## config.mk

```make
export PLATFORM = sky130hd
export DESIGN_NAME = cordic_rot_iter_flat
export DESIGN_NICKNAME = d
export VERILOG_FILES = /design/src/rtl/cordic_pkg.sv /design/src/rtl/cordic_rot_iter_if.sv /design/src/rtl/cordic_atan_rom.sv /design/src/rtl/cordic_rot_iter.sv /design/src/flat_wrapper.sv
export SDC_FILE = /design/constraint.sdc
export NUM_CORES = 1
export LEC_CHECK = 0
export CAP_MARGIN = 40
export CORE_ASPECT_RATIO = 1.1
export CORE_MARGIN = 2
export CORE_UTILIZATION = 65
export CTS_BUF_LIST = sky130_fd_sc_hd__clkbuf_4 sky130_fd_sc_hd__clkbuf_8
export DETAILED_ROUTE_END_ITERATION = 10
export PLACE_DENSITY = 0.87
export SETUP_SLACK_MARGIN = 0.3
export SYNTH_ARGS = -nofsm -noshare
export SYNTH_HDL_FRONTEND = slang
export SYNTH_SLANG_ARGS = --single-unit
```

## constraint.sdc

```tcl
create_clock -name ap_clk -period 7.7 [get_ports ap_clk]
set_input_delay 2.31 -clock ap_clk [delete_from_list [all_inputs] [get_ports ap_clk]]
set_output_delay 2.31 -clock ap_clk [all_outputs]
set_load 0.02 [all_outputs]
```

## src/rtl/cordic_pkg.sv

```systemverilog
// Shared constants, the arctangent table and the FSM state type for the iterative CORDIC rotator.
// Optional build macro used by this slice: CORDIC_SHIFT_RND_EN (round-to-nearest shifted terms).
package cordic_pkg;

  localparam int ANG_W_DEF = 16;
  localparam int OUT_W_DEF = ANG_W_DEF + 1;
  localparam int MAX_ITERS = 16;
  localparam int X_INIT    = 16384;   // 1.0 in Q3.14
  localparam int HALF_PI   = 25736;   // pi/2 in Q2.14

  // atan(2^-i) in Q2.14
  localparam logic [15:0] ATAN_TAB [MAX_ITERS] = '{
    16'd12868, 16'd7596, 16'd4014, 16'd2037, 16'd1023, 16'd512, 16'd256, 16'd128,
    16'd64,    16'd32,   16'd16,   16'd8,    16'd4,    16'd2,   16'd1,   16'd1
  };

  typedef enum logic [1:0] {
    IDLE   = 2'd0,
    ROTATE = 2'd1,
    DONE   = 2'd2
  } state_t;

endpackage

```

## src/rtl/cordic_rot_iter_if.sv

```systemverilog
// Angle-in / cos-sin-out handshake bundle of the CORDIC rotator.
interface cordic_rot_iter_if #(
  parameter int ANG_W = 16,
  parameter int OUT_W = 17
) ();

  logic                    in_valid;
  logic                    in_ready;
  logic signed [ANG_W-1:0] in_theta;
  logic                    out_valid;
  logic                    out_ready;
  logic signed [OUT_W-1:0] out_x;
  logic signed [OUT_W-1:0] out_y;
  logic                    out_clamped;

  modport master (
    output in_valid, in_theta, out_ready,
    input  in_ready, out_valid, out_x, out_y, out_clamped
  );

  modport slave (
    input  in_valid, in_theta, out_ready,
    output in_ready, out_valid, out_x, out_y, out_clamped
  );

endinterface

```

## src/rtl/cordic_atan_rom.sv

```systemverilog
// Combinational iteration-index to atan(2^-i) lookup; swap this module for a deeper table.
module cordic_atan_rom
  import cordic_pkg::*;
#(
  parameter int ANG_W = ANG_W_DEF
) (
  input  logic [3:0]       idx,
  output logic [ANG_W-1:0] atan
);

  assign atan = ANG_W'(ATAN_TAB[idx]);

endmodule

```

## src/rtl/cordic_rot_iter.sv

```systemverilog
// Iterative CORDIC rotation engine: one micro-rotation per clock, unscaled (gain K) cos/sin out.
// Build macro CORDIC_SHIFT_RND_EN selects round-to-nearest shifted terms instead of floor.
module cordic_rot_iter
  import cordic_pkg::*;
#(
  parameter int ITERS = 16,
  parameter int ANG_W = ANG_W_DEF,
  parameter int OUT_W = ANG_W + 1
) (
  input logic             ap_clk,
  input logic             ap_rst_n,
  cordic_rot_iter_if.slave io
);

  localparam logic signed [ANG_W:0]   Z_MAX  = (ANG_W+1)'(HALF_PI);
  localparam logic signed [ANG_W:0]   Z_MIN  = -Z_MAX;
  localparam logic signed [OUT_W-1:0] X_ONE  = OUT_W'(X_INIT);
  localparam logic [3:0]              I_LAST = 4'(ITERS - 1);

  state_t                  state_q, state_d;
  logic signed [OUT_W-1:0] x_q, y_q, out_x_q, out_y_q;
  logic signed [ANG_W:0]   z_q;
  logic [3:0]              i_q;
  logic                    clamp_q, out_clamped_q;

  logic                    in_ready, accept, last;
  logic signed [ANG_W:0]   theta_ext, theta_sat;
  logic                    theta_hit;
  logic [ANG_W-1:0]        atan;
  logic signed [ANG_W:0]   atan_ext;
  logic signed [OUT_W-1:0] xs, ys, x_rot, y_rot;
  logic signed [ANG_W:0]   z_rot;

  function automatic logic signed [OUT_W-1:0] shift_term(
    input logic signed [OUT_W-1:0] v,
    input logic [3:0]              sh
  );
`ifdef CORDIC_SHIFT_RND_EN
    // Extra bit keeps the rounding bias from overflowing before the shift.
    logic signed [OUT_W:0] bias;
    logic signed [OUT_W:0] sum;
    bias = '0;
    if (sh != 4'd0) bias[sh - 4'd1] = 1'b1;
    sum = {v[OUT_W-1], v} + bias;
    sum = sum >>> sh;
    return sum[OUT_W-1:0];
`else
    return v >>> sh;
`endif
  endfunction

  cordic_atan_rom #(.ANG_W(ANG_W)) u_atan_rom (
    .idx  (i_q),
    .atan (atan)
  );

  assign in_ready = (state_q == IDLE) || ((state_q == DONE) && io.out_ready);
  assign accept   = io.in_valid && in_ready;
  assign last     = (i_q == I_LAST);

  always_comb begin
    // NOTE: every always_comb output gets a default first so no path can infer a latch.
    theta_ext = {io.in_theta[ANG_W-1], io.in_theta};
    theta_sat = theta_ext;
    theta_hit = 1'b0;
    if (theta_ext > Z_MAX) begin
      theta_sat = Z_MAX;
      theta_hit = 1'b1;
    end else if (theta_ext < Z_MIN) begin
      theta_sat = Z_MIN;
      theta_hit = 1'b1;
    end
  end

  always_comb begin
    atan_ext = {1'b0, atan};
    xs       = shift_term(x_q, i_q);
    ys       = shift_term(y_q, i_q);
    x_rot    = x_q;
    y_rot    = y_q;
    z_rot    = z_q;
    if (!z_q[ANG_W]) begin
      x_rot = x_q - ys;
      y_rot = y_q + xs;
      z_rot = z_q - atan_ext;
    end else begin
      x_rot = x_q + ys;
      y_rot = y_q - xs;
      z_rot = z_q + atan_ext;
    end
  end

  always_comb begin
    state_d = state_q;
    unique case (state_q)
      IDLE:    if (io.in_valid) state_d = ROTATE;
      ROTATE:  if (last) state_d = DONE;
      DONE:    if (io.out_ready) state_d = io.in_valid ? ROTATE : IDLE;
      default: state_d = IDLE;
    endcase
  end

  always_ff @(posedge ap_clk) begin
    // NOTE: sequential state uses non-blocking assignments so every register samples pre-edge values.
    // NOTE: the reset clears the whole datapath, so an aborted rotation leaves nothing behind.
    if (!ap_rst_n) begin
      state_q       <= IDLE;
      x_q           <= '0;
      y_q           <= '0;
      z_q           <= '0;
      i_q           <= '0;
      clamp_q       <= 1'b0;
      out_x_q       <= '0;
      out_y_q       <= '0;
      out_clamped_q <= 1'b0;
    end else begin
      state_q <= state_d;
      if (accept) begin
        x_q     <= X_ONE;
        y_q     <= '0;
        z_q     <= theta_sat;
        i_q     <= '0;
        clamp_q <= theta_hit;
      end else if (state_q == ROTATE) begin
        x_q <= x_rot;
        y_q <= y_rot;
        z_q <= z_rot;
        i_q <= i_q + 4'd1;
        // Results are captured only on the final iteration, so outputs never show partial work.
        if (last) begin
          out_x_q       <= x_rot;
          out_y_q       <= y_rot;
          out_clamped_q <= clamp_q;
        end
      end
    end
  end

  assign io.in_ready    = in_ready;
  assign io.out_valid   = (state_q == DONE);
  assign io.out_x       = out_x_q;
  assign io.out_y       = out_y_q;
  assign io.out_clamped = out_clamped_q;

endmodule

```

## src/flat_wrapper.sv

```systemverilog
// flat-port wrapper written by rule: the top's interface ports become plain ports
module cordic_rot_iter_flat import cordic_pkg::*;
#(
  parameter int ITERS = 16,
  parameter int ANG_W = ANG_W_DEF,
  parameter int OUT_W = ANG_W + 1
)
  (ap_clk, ap_rst_n, io_in_valid, io_in_theta, io_out_ready, io_in_ready, io_out_valid, io_out_x, io_out_y, io_out_clamped);
  cordic_rot_iter_if #(.ANG_W(ANG_W), .OUT_W(OUT_W)) io_i ();
  input logic ap_clk;
  input logic ap_rst_n;
  input wire logic [$bits(io_i.in_valid)-1:0] io_in_valid;
  input wire logic [$bits(io_i.in_theta)-1:0] io_in_theta;
  input wire logic [$bits(io_i.out_ready)-1:0] io_out_ready;
  output wire logic [$bits(io_i.in_ready)-1:0] io_in_ready;
  output wire logic [$bits(io_i.out_valid)-1:0] io_out_valid;
  output wire logic [$bits(io_i.out_x)-1:0] io_out_x;
  output wire logic [$bits(io_i.out_y)-1:0] io_out_y;
  output wire logic [$bits(io_i.out_clamped)-1:0] io_out_clamped;
  assign io_i.in_valid = io_in_valid;
  assign io_i.in_theta = io_in_theta;
  assign io_i.out_ready = io_out_ready;
  assign io_in_ready = io_i.in_ready;
  assign io_out_valid = io_i.out_valid;
  assign io_out_x = io_i.out_x;
  assign io_out_y = io_i.out_y;
  assign io_out_clamped = io_i.out_clamped;
  cordic_rot_iter #(.ITERS(ITERS), .ANG_W(ANG_W), .OUT_W(OUT_W)) u_core (.ap_clk(ap_clk), .ap_rst_n(ap_rst_n), .io(io_i));
endmodule
```

# Word level (Yosys, flattened, before mapping)
# Memory sizes are Yosys's and may differ from the RTL's.
# Cells that the tools add are included.
dict set report word_totals {
  n_memories 1
  out_inout_bits 37
  ff_bits 93
  rom_bits 256
  wordCells 58
}
dict set report op_classes {
  mux 18
  n_reduce_logical 8
  bitwise_logic 3
  n_addsub 7
  n_eq_ne 6
  order_cmp 3
  n_shift 2
}
# memory depth word_bits read_ports rd_ports_with_merged_regs write_ports line_no
set mem_list {}
lappend mem_list {{(name not given)} 16 16 1 0 0 cordic_atan_rom.sv:11} ;# assign atan = ANG_W'(ATAN_TAB[idx]);
# op n
set ops {}
lappend ops {{17-bit 2-to-1 mux} 7}
lappend ops {{17-bit adder} 3}
lappend ops {{17-bit subtractor} 3}
lappend ops {{17-bit by 4-bit >>> shifter with 17-bit output} 2}
lappend ops {{16-bit 2-to-1 mux} 2}
lappend ops {{15-bit 2-to-1 mux} 2}
lappend ops {{16-bit greater-than comparator (second input constant)} 1}
lappend ops {{16-bit less-than comparator (second input constant)} 1}
lappend ops {{2-bit 2-to-1 mux} 3}
lappend ops {{2-bit case mux with 3 select lines} 1}
lappend ops {{3-bit AND reduction} 2}
lappend ops {{5-bit >= comparator (second input constant)} 1}
lappend ops {{4-bit inverter with 5-bit output} 1}
lappend ops {{4-bit by 1-bit adder with 4-bit output (second input constant)} 1}
lappend ops {{4-bit == test (second input constant)} 1}
lappend ops {{2-bit != test (second input constant)} 2}
lappend ops {{1-bit 2-to-1 mux} 3}
lappend ops {{2-bit by 1-bit == test with 1-bit output (second input constant)} 1}
lappend ops {{2-bit == test (second input constant)} 1}
lappend ops {{1-bit logical AND} 2}
lappend ops {{2-bit logical NOT} 1}
lappend ops {{2-bit by 1-bit != test with 1-bit output (second input constant)} 1}
lappend ops {{1-bit inverter} 2}
lappend ops {{2-bit nonzero test} 1}
lappend ops {{other kinds (2)} 2}

# Logic depth before layout (Yosys ltp)
dict set report depth {
  depth_word 8
  mapped_depth 24
}

# Hierarchy
# Synthesis repeated with hierarchy kept, for this count alone.
dict set report hier_totals {
  hier_cells 1136
  hier_area_um2 8923.6
}
# module cells_per_inst seq_area_each_um2 n_inst area_per_inst_um2
set modules_own_cells {}
lappend modules_own_cells {cordic_rot_iter 1087 1861.8 1 8548.2}
lappend modules_own_cells {cordic_atan_rom 49 0.0 1 375.4}

# Worst setup path before layout
# Ideal clock, no wire load.
dict set report synth_timing {
  path_kind {input to output}
  start {input io_out_ready}
  end {output io_in_ready}
  setup_slack_ns 2.630
  t_required_ns 5.390
  arrival_ns 2.760
  path_buffers 0
  stages 2
  cell_sequence {inv_1 a21oi_1}
}
dict set report synth_between {
  elab_chain_len 2
}
# item line_no
set synth_rtl {}
lappend synth_rtl {{start: declaration} flat_wrapper.sv:14} ;# input wire logic [$bits(io_i.out_ready)-1:0] io_out_ready;
lappend synth_rtl {{1-bit logical AND} cordic_rot_iter.sv:57} ;# assign in_ready = (state_q == IDLE) || ((state_q == DONE) && io.out_ready);
lappend synth_rtl {{1-bit logical OR} cordic_rot_iter.sv:57}
lappend synth_rtl {{end: declaration} flat_wrapper.sv:15} ;# output wire logic [$bits(io_i.in_ready)-1:0] io_in_ready;
# Every way passes these cells.

# Final worst setup path
# Same ends and word-level chain as after synthesis.

==> summary.md <==
| Metric | Value |
|---|---|
| Status | `completed` |
| WL per Instance | `17.8 µm` |
| Power Density | `262 nW/µm²` |
| Nets | `1,181` |
| Non-Filler Instances | `1,262` |
| Fin worst setup slack | `1.73 ns` |
| Net Count, Synth | `1,168` |
| Fmax | `167 MHz` |
| Post-synthesis simple-gate area fraction | `20.1%` |
| Fin. Hold Viols | `0` |
| Synth Register Bits | `93` |
| Routed via count | `between 8,000 and 9,000` |
| YS warnings | `0` |
| Commonest non-fill, non-tap cells in the layout | `nand2_1, a21oi_1, nor2_1` |
| Antenna cells | `0` |
| Sequential area share after synthesis | `a little over a fifth` |
| Final GP Congestion | `just over 0.9` |
| Min-delay worst type | `reg2reg` |
| Critical path class | `in2out` |
| CTS tree | `yes` |
| Worst-Skew Late Latency | `0.40 ns` |
| Cell variety after synth | `77` |
| Least-Margin Pin Slew | `roughly 0.86 ns` |
| Relative slew margins | `42.7%` |
| Max Slew Vio Count | `0` |
| Final setup TNS | `0 ns` |
| Grt ovf | `0` |
| Clock Tree Buf Depth | `2` |
| Inserted Clock Buffers | `9` |
| Synth Area per Inst | `7.98 µm²` |
| Initial antenna violation count | `0` |
| Max stage delay on crit path | `0.64 ns` |
| Core box area | `roughly 13,000 µm²` |
| Chip height | `between 100 and 150 µm` |
| Multi-input gate area | `roughly 6400 µm²` |
| Critical path's most frequent cell | `clkdlybuf4s50_1` |
| Pint | `1.31 mW` |
| Top Ports | `57` |
| Initial core utilization | `about 66%` |
| Reg clk slew, reported paths | `0.08 ns` |
| Fin Clk Skew | `0.0156 ns` |
| Share of cells above drive strength 1 | `roughly 7.4%` |
| Post CTS Setup Buffer Count | `0` |
| P_sw | `1.14 mW` |
| Vias per inst | `between 6 and 7` |
| Post-synth EDFFs | `0` |
| Compound-Gate Fraction of Synth Area | `a little over a fifth` |
| Hold Slack | `0.456 ns` |
| Register area | `roughly 1900 µm²` |
| Final setup fails | `0` |
| Clk sink count | `just over 90` |
| CP Data Arrival Time | `3.66 ns` |
| CP max-delay cell | `clkdlybuf4s50_1` |
| First drt pass iteration count | `5` |
| Commonest non-fill, non-tap cell in the layout | `nand2_1` |
| Fill cells | `1,042` |
| Detailed placement HPWL | `16,100 µm` |
| H-Tree Level Count | `3` |
| Part of the power in combinational logic | `just over 60%` |
| Post-DRT Antenna Nets | `0` |
| Share of synthesized registers carrying an async set or reset | `0%` |
| RSZ-0062 raised after global routing | `no` |
| Mapped Cells | `1,083` |
| Largest net degree at the start of global routing | `56` |
| Post-CTS sizing | `0` |
| Lkg Pwr | `3.79 nW` |
| Crit path max-delay family | `buffers and inverters` |
| Dpl ws | `1.72 ns` |
| Max-cap violations | `0` |
| Worst Path Buf+Inv | `3` |
| Synthesized area | `around 8600 µm²` |
| Post-synthesis mux area share | `approximately 15%` |
| Die area | `14,200 µm²` |
| Global-route wire length before repair | `37,400 µm` |
| DRC Markers | `0` |
| Largest family of logic cells by synthesized area | `compound AO/OA/AOI/OAI gates` |
| Post-CTS Hold Fix Bufs | `0` |
| Synth Area in XOR/XNOR | `between 8 and 9%` |
| Net Sw Frac | `46.5%` |
| Critical-path cell list | `clkdlybuf4s50_1 -> inv_1 -> a21oi_1 -> clkdlybuf4s50_1` |
| Post-Synth Adder-Cell Area | `9.67%` |
| Die width | `114 µm` |
| Setup crit end kind | `output port` |
| Flop pwr share | `26.0%` |
| Clock network power share | `12.5%` |
| FP Rows | `44` |
| Worst EP required | `5.39 ns` |
| Routed WL | `~22,000 µm` |
| Final core utilization | `71.6%` |
| Ys flop type | `dfxtp_1` |
| Startpoint Class | `primary input` |
| Final Cycle Share | `77.5%` |
| GRT Total Usage | `32.3%` |
| Worst Path Max Fanout | `3` |
| Buffers on Ports | `56` |
| CTS root buf | `clkbuf_8` |
| Initial DRC Count | `between 600 and 700` |
| DP Cell Count | `around 1,200` |
| Layout area overhead | `8.51%` |
| Maximum vdd drop | `0.189 mV` |
| Fin crit period | `between 5 and 6 ns` |
| Vias in the first global route | `between 7,000 and 8,000` |
[power groups by stage]
| stage | Combinational (mW) | Clock [mW] | Sequential [mW] |
|---|---|---|---|
| floorplan | 1.24 | 0 | 0.580 |
| global placement | 1.45 | 0 | 0.638 |
| detailed placement | 1.49 | 0 | 0.643 |
| CTS | 1.50 | 0.313 | 0.632 |
| global route | 1.67 | 0.333 | 0.644 |
| finish | 1.51 | 0.307 | 0.639 |
[cell usage after synthesis, drive strengths merged, types with 4 or more instances]
cell / n / area share, %
dfxtp: 93 / 22
mux2i: 18 / 2.1
o21bai: 5 / 0.43
ha: 62 / 9.0
xor2: 34 / 3.5
or2: 5 / 0.39
clkbuf: 36 / 1.6
nand2: 141 / 6.1
o31ai: 4 / 0.35
xnor2: 46 / 4.7
nand3b: 4 / 0.35
o211ai: 7 / 0.61
a21o: 17 / 1.5
o21ai: 64 / 3.7
nand2b: 18 / 1.3
mux2: 10 / 1.3
nor3: 33 / 2.0
and3: 7 / 0.51
nand3: 30 / 1.7
a21oi: 122 / 7.1
nor2: 94 / 4.1
buf: 28 / 1.7
and2: 8 / 0.62
a211oi: 11 / 0.96
a31oi: 15 / 1.3
o22ai: 5 / 0.36
o21a: 10 / 0.87
inv: 34 / 1.5
nor2b: 11 / 0.80
mux4: 40 / 11
nand4: 10 / 0.72
or3: 13 / 0.94
[sequential cells by signal, indices dropped and copies added (netlist names)]
signal,cells
u_core.io.out_clamped,1
u_core.i_q,4
u_core.z_q,17
u_core.state_q,2
u_core.x_q,17
u_core.clamp_q,1
u_core.io.out_y,17
u_core.y_q,17
u_core.io.out_x,17
[layer usage]
layer	vias up	global-route usage, %	part of all wire [%]
met5	-	0	0
met4	0	19.4	5.1
met3	71	5.33	6.4
met2	369	54.9	49
met1	3869	38.1	40
li1	3965	-	-
[stage by stage]
step                      total power [mW]  instance area [µm²]
after floorplan                       1.82                 8650
after global placement                2.09                 9210
after detailed placement              2.13                 9210
after CTS                             2.44                 9380
after global routing                  2.65                 9380
final                                 2.46                 9380
[worst paths after layout]
check,from,to,slack (ns),depth (start not counted)
setup / recovery,io_out_ready,io_in_ready,1.73,4
hold / removal,u_core.io.out_x[0],u_core.io.out_x[0],0.46,2
setup reg to reg,u_core.i_q[0],u_core.io.out_y[15],1.86,18
hold reg to reg,u_core.io.out_x[0],u_core.io.out_x[0],0.46,2
[tightest hold or removal path, stage by stage, from the launching register on]
cell and delay, ns:
dfxtp_1 0.31, nand2_1 0.05, a21oi_1 0.05
[kinds of logic (layout without fill, tap and decap cells)]
logic type / after synthesis / in the layout
XOR/XNOR: 80 / 80
adder cells (fa/ha/maj): 65 / 65
multiplexers: 68 / 68
AND/OR/NAND/NOR: 379 / 379
AO/OA/AOI/OAI: 299 / 299
flip-flops: 93 / 93
buffers and inverters: 99 / 117
[area by class of cell]
| cell class | count | area share [%] |
|---|---|---|
| clock buffer | 10 | 1.40 |
| clock inverter | 6 | 0.413 |
| inverter | 35 | 1.40 |
| multi-input combinational | 891 | 68.0 |
| sequential | 93 | 19.9 |
| tap | 161 | 2.15 |
| timing repair buffer | 66 | 6.75 |
Note: power is estimated with default switching activity, not from simulation.
